File: src/rtl/fft16_pkg.sv
// Shared types, sizes and the bank-mapping helper for the 16-point FFT sequencer.
package fft16_pkg;

    localparam int N_POINTS = 16;
    localparam int N_STAGES = 4;
    localparam int TWID_AW  = 3;

    typedef enum logic [1:0] {
        IDLE    = 2'd0,
        ARRANGE = 2'd1,
        RUN     = 2'd2,
        DONE    = 2'd3
    } fft16_state_t;

    // Swizzle bit 3 into bit 0 so the two operands of every butterfly land in different banks
    function automatic logic [2:0] bank_of(input logic [3:0] n);
        return n[2:0] ^ {2'b00, n[3]};
    endfunction

endpackage

File: src/rtl/fft16_addr_gen.sv
// Combinational butterfly address generator: (stage, butterfly) -> operand indexes,
// twiddle exponent, banks and row of the a operand.
module fft16_addr_gen
    import fft16_pkg::*;
(
    input  logic [1:0]         stage,
    input  logic [2:0]         bfly,
    output logic [3:0]         idx_a,
    output logic [3:0]         idx_b,
    output logic [TWID_AW-1:0] twid,
    output logic [2:0]         bank_a,
    output logic [2:0]         bank_b,
    output logic               row_a
);

    logic [3:0] span_s;

    // Insert a zero at bit position 'stage' of the butterfly number to form the a index
    always_comb begin
        idx_a  = 4'd0;
        twid   = 3'd0;
        span_s = 4'd1 << stage;
        case (stage)
            2'd0: begin
                idx_a = {bfly, 1'b0};
                twid  = 3'd0;
            end
            2'd1: begin
                idx_a = {bfly[2:1], 1'b0, bfly[0]};
                twid  = {bfly[0], 2'b00};
            end
            2'd2: begin
                idx_a = {bfly[2], 1'b0, bfly[1:0]};
                twid  = {bfly[1:0], 1'b0};
            end
            2'd3: begin
                idx_a = {1'b0, bfly};
                twid  = bfly;
            end
            default: begin
                idx_a = 4'd0;
                twid  = 3'd0;
            end
        endcase
        idx_b  = idx_a + span_s;
        bank_a = bank_of(idx_a);
        bank_b = bank_of(idx_b);
        row_a  = idx_a[3];
    end

endmodule

File: src/rtl/ctrl_fft16.sv
// Sequencer for the 16-point radix-2 DIT FFT datapath: arrange step, then
// 4 stages x 8 butterflies at one butterfly per cycle, all outputs registered.
module ctrl_fft16
    import fft16_pkg::*;
(
    input  logic       i_clk_ctrl_fft16,
    input  logic       i_rst_n,
    input  logic       i_start,
    input  logic       i_done_arrange,
    output logic       o_en_arrg,
    output logic       o_mem_initial,
    output logic [5:0] o_a_rd_index,
    output logic [5:0] o_b_rd_index,
    output logic       o_rd_add,
    output logic [2:0] o_a_wr_index,
    output logic [2:0] o_b_wr_index,
    output logic       o_wr_add,
    output logic       o_wr_en,
    output logic [2:0] o_add_twid_rom,
    output logic [1:0] o_num_stage3,
    output logic       o_done_stage3,
    output logic       o_rst_serpar4,
    output logic       o_busy,
    output logic       o_done
);

    fft16_state_t state_q, state_d;
    logic [2:0]   bfly_q, bfly_d;
    logic [1:0]   stage_q, stage_d;

    logic         en_arrg_d, mem_initial_d, rd_add_d, wr_add_d, wr_en_d;
    logic [5:0]   a_rd_index_d, b_rd_index_d;
    logic [2:0]   a_wr_index_d, b_wr_index_d, add_twid_rom_d;
    logic [1:0]   num_stage3_d;
    logic         done_stage3_d, rst_serpar4_d, busy_d, done_d;

    logic [3:0]   idx_a_s, idx_b_s;
    logic [2:0]   twid_s, bank_a_s, bank_b_s;
    logic         row_a_s;

    fft16_addr_gen u_addr_gen (
        .stage  (stage_q),
        .bfly   (bfly_q),
        .idx_a  (idx_a_s),
        .idx_b  (idx_b_s),
        .twid   (twid_s),
        .bank_a (bank_a_s),
        .bank_b (bank_b_s),
        .row_a  (row_a_s)
    );

    // Next-state and counter logic
    always_comb begin
        state_d = state_q;
        bfly_d  = bfly_q;
        stage_d = stage_q;
        case (state_q)
            IDLE: begin
                bfly_d  = 3'd0;
                stage_d = 2'd0;
                if (i_start) begin
                    state_d = ARRANGE;
                end else begin
                    state_d = IDLE;
                end
            end
            ARRANGE: begin
                if (i_done_arrange) begin
                    state_d = RUN;
                end else begin
                    state_d = ARRANGE;
                end
            end
            RUN: begin
                bfly_d = bfly_q + 3'd1;
                if (bfly_q == 3'd7) begin
                    stage_d = stage_q + 2'd1;
                    if (stage_q == 2'd3) begin
                        state_d = DONE;
                    end else begin
                        state_d = RUN;
                    end
                end else begin
                    stage_d = stage_q;
                end
            end
            DONE: begin
                state_d = IDLE;
            end
            default: begin
                state_d = IDLE;
                bfly_d  = 3'd0;
                stage_d = 2'd0;
            end
        endcase
    end

    // Output decode; the registers below present it one cycle later as a coherent set
    always_comb begin
        en_arrg_d      = 1'b0;
        mem_initial_d  = 1'b0;
        a_rd_index_d   = 6'd0;
        b_rd_index_d   = 6'd0;
        rd_add_d       = 1'b0;
        a_wr_index_d   = 3'd0;
        b_wr_index_d   = 3'd0;
        wr_add_d       = 1'b0;
        wr_en_d        = 1'b0;
        add_twid_rom_d = 3'd0;
        num_stage3_d   = 2'd0;
        done_stage3_d  = 1'b0;
        rst_serpar4_d  = 1'b0;
        busy_d         = 1'b0;
        done_d         = 1'b0;
        case (state_q)
            IDLE: begin
                busy_d = 1'b0;
            end
            ARRANGE: begin
                en_arrg_d = 1'b1;
                busy_d    = 1'b1;
            end
            RUN: begin
                busy_d         = 1'b1;
                num_stage3_d   = stage_q;
                add_twid_rom_d = twid_s;
                done_stage3_d  = (stage_q == 2'd2) && (bfly_q == 3'd7);
                if (stage_q == 2'd0) begin
                    mem_initial_d = 1'b1;
                    a_rd_index_d  = {2'b00, idx_a_s};
                    b_rd_index_d  = {2'b00, idx_b_s};
                end else begin
                    a_rd_index_d  = {3'b000, bank_a_s};
                    b_rd_index_d  = {3'b000, bank_b_s};
                    rd_add_d      = row_a_s;
                end
                // Last stage streams into ser_par instead of writing the banks back
                if (stage_q == 2'd3) begin
                    rst_serpar4_d = 1'b1;
                end else begin
                    wr_en_d      = 1'b1;
                    a_wr_index_d = bank_a_s;
                    b_wr_index_d = bank_b_s;
                    wr_add_d     = row_a_s;
                end
            end
            DONE: begin
                busy_d        = 1'b1;
                done_d        = 1'b1;
                rst_serpar4_d = 1'b1;
            end
            default: begin
                busy_d = 1'b0;
            end
        endcase
    end

    // State and counter registers
    always_ff @(posedge i_clk_ctrl_fft16 or negedge i_rst_n) begin
        if (!i_rst_n) begin
            state_q <= IDLE;
            bfly_q  <= 3'd0;
            stage_q <= 2'd0;
        end else begin
            state_q <= state_d;
            bfly_q  <= bfly_d;
            stage_q <= stage_d;
        end
    end

    // Output registers
    always_ff @(posedge i_clk_ctrl_fft16 or negedge i_rst_n) begin
        if (!i_rst_n) begin
            o_en_arrg      <= 1'b0;
            o_mem_initial  <= 1'b0;
            o_a_rd_index   <= 6'd0;
            o_b_rd_index   <= 6'd0;
            o_rd_add       <= 1'b0;
            o_a_wr_index   <= 3'd0;
            o_b_wr_index   <= 3'd0;
            o_wr_add       <= 1'b0;
            o_wr_en        <= 1'b0;
            o_add_twid_rom <= 3'd0;
            o_num_stage3   <= 2'd0;
            o_done_stage3  <= 1'b0;
            o_rst_serpar4  <= 1'b0;
            o_busy         <= 1'b0;
            o_done         <= 1'b0;
        end else begin
            o_en_arrg      <= en_arrg_d;
            o_mem_initial  <= mem_initial_d;
            o_a_rd_index   <= a_rd_index_d;
            o_b_rd_index   <= b_rd_index_d;
            o_rd_add       <= rd_add_d;
            o_a_wr_index   <= a_wr_index_d;
            o_b_wr_index   <= b_wr_index_d;
            o_wr_add       <= wr_add_d;
            o_wr_en        <= wr_en_d;
            o_add_twid_rom <= add_twid_rom_d;
            o_num_stage3   <= num_stage3_d;
            o_done_stage3  <= done_stage3_d;
            o_rst_serpar4  <= rst_serpar4_d;
            o_busy         <= busy_d;
            o_done         <= done_d;
        end
    end

endmodule

File: config.mk
export PLATFORM = sky130hd
export DESIGN_NAME = ctrl_fft16
export DESIGN_NICKNAME = d
export VERILOG_FILES = /design/src/rtl/fft16_pkg.sv /design/src/rtl/fft16_addr_gen.sv /design/src/rtl/ctrl_fft16.sv
export SDC_FILE = /design/constraint.sdc
export NUM_CORES = 1
export LEC_CHECK = 0
export ABC_AREA = 0
export CAP_MARGIN = 20
export CORE_MARGIN = 4
export CORE_UTILIZATION = 60
export DETAILED_ROUTE_END_ITERATION = 8
export DONT_BUFFER_PORTS = 1
export PLACE_DENSITY = 0.76
export SYNTH_ARGS = -nofsm -noshare
export SYNTH_HDL_FRONTEND = slang
export SYNTH_SLANG_ARGS = --single-unit
File: constraint.sdc
create_clock -name i_clk_ctrl_fft16 -period 2.71 [get_ports i_clk_ctrl_fft16]
set_input_delay 0.271 -clock i_clk_ctrl_fft16 [delete_from_list [all_inputs] [get_ports i_clk_ctrl_fft16]]
set_output_delay 0.271 -clock i_clk_ctrl_fft16 [all_outputs]
set_load 0.01 [all_outputs]
Word-level counts from Yosys, hierarchy flattened --
Index checks and enable logic that the tools add are counted.
Storage, ports and cells: output and inout bits 32, register bits after elaboration 39, logic and storage cells 72, input bits 4
Cells by class: add/subtract/negate cells 3, bitwise gates (word level) 2, eq/ne operators 8, shift operators 1, reductions and logical operators 6, multiplexer cells 34
Operator list (number):
- 2-to-1 mux 4 bit | 4
- one-hot mux 4 bit (4 select lines) | 1
- 2-to-1 mux 3 bit | 5
- 2-to-1 mux 1 bit | 14
- one-hot mux 3 bit (4 select lines) | 1
- equality test 2 bit (second input constant) | 4
- 2-to-1 mux 2 bit | 4
- one-hot mux 2 bit (4 select lines) | 1
- one-hot mux 3 bit (2 select lines) | 1
- bitwise XOR 3 x 1 -> 3 bit | 2
- adder 4 bit | 1
- equality test 2 x 1 -> 1 bit (second input constant) | 2
- zero test 2 bit | 2
- one-hot mux 1 bit (2 select lines) | 2
- one-hot mux 2 bit (2 select lines) | 1
- << shifter 1 x 2 -> 4 bit (first input constant) | 1
- adder 3 x 1 -> 3 bit (second input constant) | 1
- equality test 3 bit (second input constant) | 1
- OR reduction 3 bit | 1
- adder 2 x 1 -> 2 bit (second input constant) | 1
- != test 2 bit (second input constant) | 1
- AND reduction 2 bit | 1
- nonzero test 2 bit | 1
- logical AND 1 bit | 1

Depth between registers and ports, before layout --
Gate-level depths: netlist of the first run.
depth in word-level cells 6, gate-level depth with buffers 11, mapped depth without buffers 11

Cells and area by module --
Synthesis of the first run repeated with hierarchy kept, for this count alone.
Second synthesis, totals: cells, all modules 144, area, all modules 1647.8 um^2
Modules (own cells, without submodules):
- ctrl_fft16 | cells each 107, area each 1356.3 um^2, sequential area each 875.8 um^2, times used 1
- fft16_addr_gen | cells each 37, area each 291.5 um^2, sequential area each 0.0 um^2, times used 1

Worst setup path before layout of the first run --
Ideal clock, no wire load.
path kind reg2reg, start register stage_q[0], end register o_b_rd_index[0], buffers on the path 1, cell stages (with the launch flop) 11, path slack 0.347 ns, setup time 0.131 ns, arrival time 2.232 ns, data required time 2.579 ns, period minus slack after synthesis 2.363 ns, path through dfrtp_1 > inv_1 > ha_1 > buf_2 > a21oi_1 > inv_1 > ha_1 > a21o_1 > a2111o_1 > o2111ai_1 > o31ai_2
On the way: longest elaborated chain between the ends 6, elaborated cells on any way between the ends 10, classes of those cells add/sub: 1; eq/ne: 3; shift: 1; mux: 3; bitwise: 1; reduce/logical: 1
RTL lines:
- from (decl) | RTL line ctrl_fft16.sv:29 | logic [1:0] stage_q, stage_d;
- from (signal assigned) | RTL line ctrl_fft16.sv:167 | stage_q <= stage_d;
- equality test 2 bit, or another cell as far along | RTL line fft16_addr_gen.sv:23 | case (stage)
- one-hot mux 4 bit (4 select lines) | RTL line fft16_addr_gen.sv:23
- adder 4 bit | RTL line fft16_addr_gen.sv:45 | idx_b = idx_a + span_s;
- bitwise XOR 3 x 1 -> 3 bit | RTL line fft16_pkg.sv:17 | return n[2:0] ^ {2'b00, n[3]};
- 2-to-1 mux 4 bit (*) | RTL line ctrl_fft16.sv:128 | if (stage_q == 2'd0) begin
- 2-to-1 mux 4 bit (*) | RTL line ctrl_fft16.sv:115 | case (state_q)
- via b_rd_index_d[0] | RTL line ctrl_fft16.sv:32 | logic [5:0] a_rd_index_d, b_rd_index_d;
- to (signal assigned) | RTL line ctrl_fft16.sv:193 | o_b_rd_index <= b_rd_index_d;
- to (decl) | RTL line ctrl_fft16.sv:13 | output logic [5:0] o_b_rd_index,
The timed path passes the listed nets; every way through them passes the cells marked *. A chain may end at the register's enable or synchronous reset.

Worst setup path after layout of the first run --
Same ends and word-level chain as after synthesis.

==> summary.md, run 1 <==
| Metric | Value |
|---|---|
| Status | finished clean |
| Final Hold Fails | 0 |
| Max-cap violations | 0 |
| Area share of the largest cell type after synthesis | 0.554 |
| Initial antenna violation count | 0 |
| Rows | 18 |
| Vias in the first global route | just under 1000 |
| Mapped Cells | 140 |
| Root Driver | clkbuf_4 |
| Footprint of the multi-input gates | 628 um2 |
| Routed wire per std cell | 15.1 um |
| Clock Tree Buf Depth | 2 |
| Synth area leader | dfrtp_1 |
| Chip Width | 59.3 um |
| CP Max Fanout | 7 |
| Critical Path AT | 2.74 ns |
| DP HPWL | 1.81 mm |
| Syn_area_per_cell | 11.3 um2 |
| Final setup skew | 0.00931 ns |
| Final core occ | 0.674 |
| Slack of the critical path | roughly 0.20 ns |
| RSZ-0062 raised after global routing | false |
| Design Power | 1.29 mW |
| Slew Viols, Final | 0 |
| Antenna Cells | 0 |
| CTS tree | built |
| Post-DRT Antenna Nets | 0 |
| DIE AREA | around 3500 um2 |
| First-pass GRT wire length | 4.33 mm |
| Register area share after synthesis | 0.554 |
| Synth unique cells | 39 |
| Count leader, synth | dfrtp_1 |
| Startpoint types | flip-flop |
| Starting Density | 0.633 |
| Nets | 158 |
| Post-route cell area | 1690 um2 |
| Gpl congestion | 0.856 |
| Clk_lat worst skew | 0.34 ns |
| Fin crit share | 0.925 |
| Final setup viols | 0 |
| Fraction of layout cells with a size suffix above 1 | 0.104 |
| Total grt overflow | 0 |
| Synth top area cells | dfrtp_1 55%, ha_1 7.9%, nor2_1 2.6% |
| Tot GR Track Use | 0.175 |
| DRT Wirelength | 2.63 mm |
| CTS H-Tree Depth | 2 |
| DR DRC count | 0 |
| Post-CTS Setup Repair Bufs | 0 |
| DR vias | 992 |
| Area delta synth->final | 6.57% |
| Main synth FF type | dfrtp_1 |
| DRT iter0 DRCs | 16 |
| Via density | 5.70 |
| Mapped Area | 1580 um2 |
| Post-synth ARST share | 1.00 |
| IO Pins | 36 |
| Fillers | about 190 |
| # clock sinks | 35 |
| Die height | just under 60 um |
| Critical path type | flip-flop to flip-flop |
| Yosys reg bits | 35 |
| Max VDD drop | approximately 0.64 mV |
| P_leak | 0.836 nW |
| WP data required | between 2 and 3 ns |
| I/O Buffers | 0 |
| Fmax achieved | 399 MHz |
| 1st-pass router iterations | 4 |
| TNS Setup | 0 ns |
| Power per Cell Area | approximately 770 nW/um2 |
| Largest net degree at the start of global routing | 36 |
| Worst min path class | input pin to flip-flop |
| Synth warn | 0 |
| Most frequent cells after synthesis | 35 x dfrtp_1, 11 x nor2_1, 10 x ha_1 |
| TritonCTS buffer count | 5 |
| Final min period | 2.51 ns |
| Post-placement worst setup slack | 0.165 ns |
| Clock slew at reported path FFs | approximately 0.10 ns |
| EDFF count, synth | 0 |
| Total placed instance area | 1580 um2 |
| Core Footprint | 2500 um2 |
| Worst Setup End Kind | flip-flop |
| Reg area | slightly below 900 um2 |
what timing repair did:
item | 4_1_cts | 5_1_grt
endpoints found under the hold margin | 35 | 0
hold buffers | 2 | 0
endpoints found under the setup margin | 0 | 2
gates resized for setup | 0 | 1
routing by layer:
metal | part of all wire | GRT usage | vias up
met2 | 0.48 | 0.268 | 32
met4 | 0.030 | 0.113 | 0
met5 | 0 | 0 | -
met3 | 0.062 | 0.0828 | 8
li1 | - | - | 472
met1 | 0.43 | 0.193 | 480
area by class of cell:
cell class	count	area share
Inverter	6	0.0134
Sequential cell	35	0.520
Clock buffer	8	0.0408
Multi-Input combinational cell	90	0.373
Timing Repair Buffer	5	0.0312
Tap cell	30	0.0223
critical path, cell delays in order (launching register included):
cell and delay, ns:
dfrtp_1 0.43, inv_1 0.12, ha_1 0.29, o21ai_1 0.15, nor2_1 0.06, a21oi_2 0.17, inv_1 0.09, ha_1 0.28
a21o_1 0.20, a2111o_1 0.40, o2111ai_1 0.11, o31ai_2 0.09
stage by stage:
stage                     std cells  hold WS, ns
after floorplan                 143      -0.0246
final                           174       0.0350
after detailed placement        164      -0.0238
after global placement          164      -0.0239
after global routing            174       0.0221
after CTS                       174       0.0306
power breakdown:
| group | leakage [nW] | internal (mW) | switching, mW |
|---|---|---|---|
| registers | 0.477 | 0.613 | 0.128 |
| logic | 0.320 | 0.101 | 0.140 |
| clock network | 0.0386 | 0.152 | 0.157 |
placed cells by master (no fill, tap or decap), types with 2 or more instances in the layout:
cell	instances
nand2b_1	5
ha_1	10
a21oi_2	2
nor2_1	11
a31oi_1	2
inv_1	5
nor3_1	3
mux2i_1	2
xnor2_1	3
a21oi_1	2
and2_1	4
conb_1	4
o21ai_1	6
nor2b_1	4
clkbuf_4	5
buf_4	3
nand2_1	8
a22o_1	3
and3_1	4
clkbuf_8	2
dfrtp_1	35
cells by family after synthesis:
kind of cell	share of synthesized area
adder cells (fa/ha/maj)	0.0918
flip-flops	0.554
buffers and inverters	0.0585
AO/OA/AOI/OAI	0.114
XOR/XNOR	0.0166
multiplexers	0.0127
other	0.00237
AND/OR/NAND/NOR	0.150
final timing paths:
check	startpoint	endpoint	slack (ns)	cells after the start
setup / recovery	stage_q[0]	o_b_rd_index[0]	0.20	11
hold / removal	i_done_arrange	flip-flop	0.04	2
setup reg to reg	stage_q[0]	o_b_rd_index[0]	0.20	11
hold reg to reg	stage_q[1]	stage_q[1]	0.58	1
max in group asynchronous	i_rst_n	o_add_twid_rom[2]	2.15	2
min in group asynchronous	i_rst_n	o_b_rd_index[0]	0.39	2
sequential cells by signal, indices dropped and copies added (netlist names), named ones only:
signal          cells
o_busy              1
o_mem_initial       1
state_q             1
bfly_q              3
o_done              1
stage_q             2
o_en_arrg           1
o_wr_add            1
o_a_wr_index        3
o_rst_serpar4       1
o_b_wr_index        3
o_done_stage3       1
o_a_rd_index        4
o_rd_add            1
o_num_stage3        2
o_wr_en             1
o_add_twid_rom      3
o_b_rd_index        4
Power figures use the tool's default switching activity.
==> inputs of run 2 (changes only) <==
--- a/config.mk
+++ b/config.mk
@@ -6,7 +6,7 @@
 export NUM_CORES = 1
 export LEC_CHECK = 0
 export ABC_AREA = 0
-export CAP_MARGIN = 20
+export CAP_MARGIN = 10
 export CORE_MARGIN = 4
 export CORE_UTILIZATION = 60
 export DETAILED_ROUTE_END_ITERATION = 8
==> results of run 2 <==
The final DEF is identical to that of run 1; final timing and power are the same.
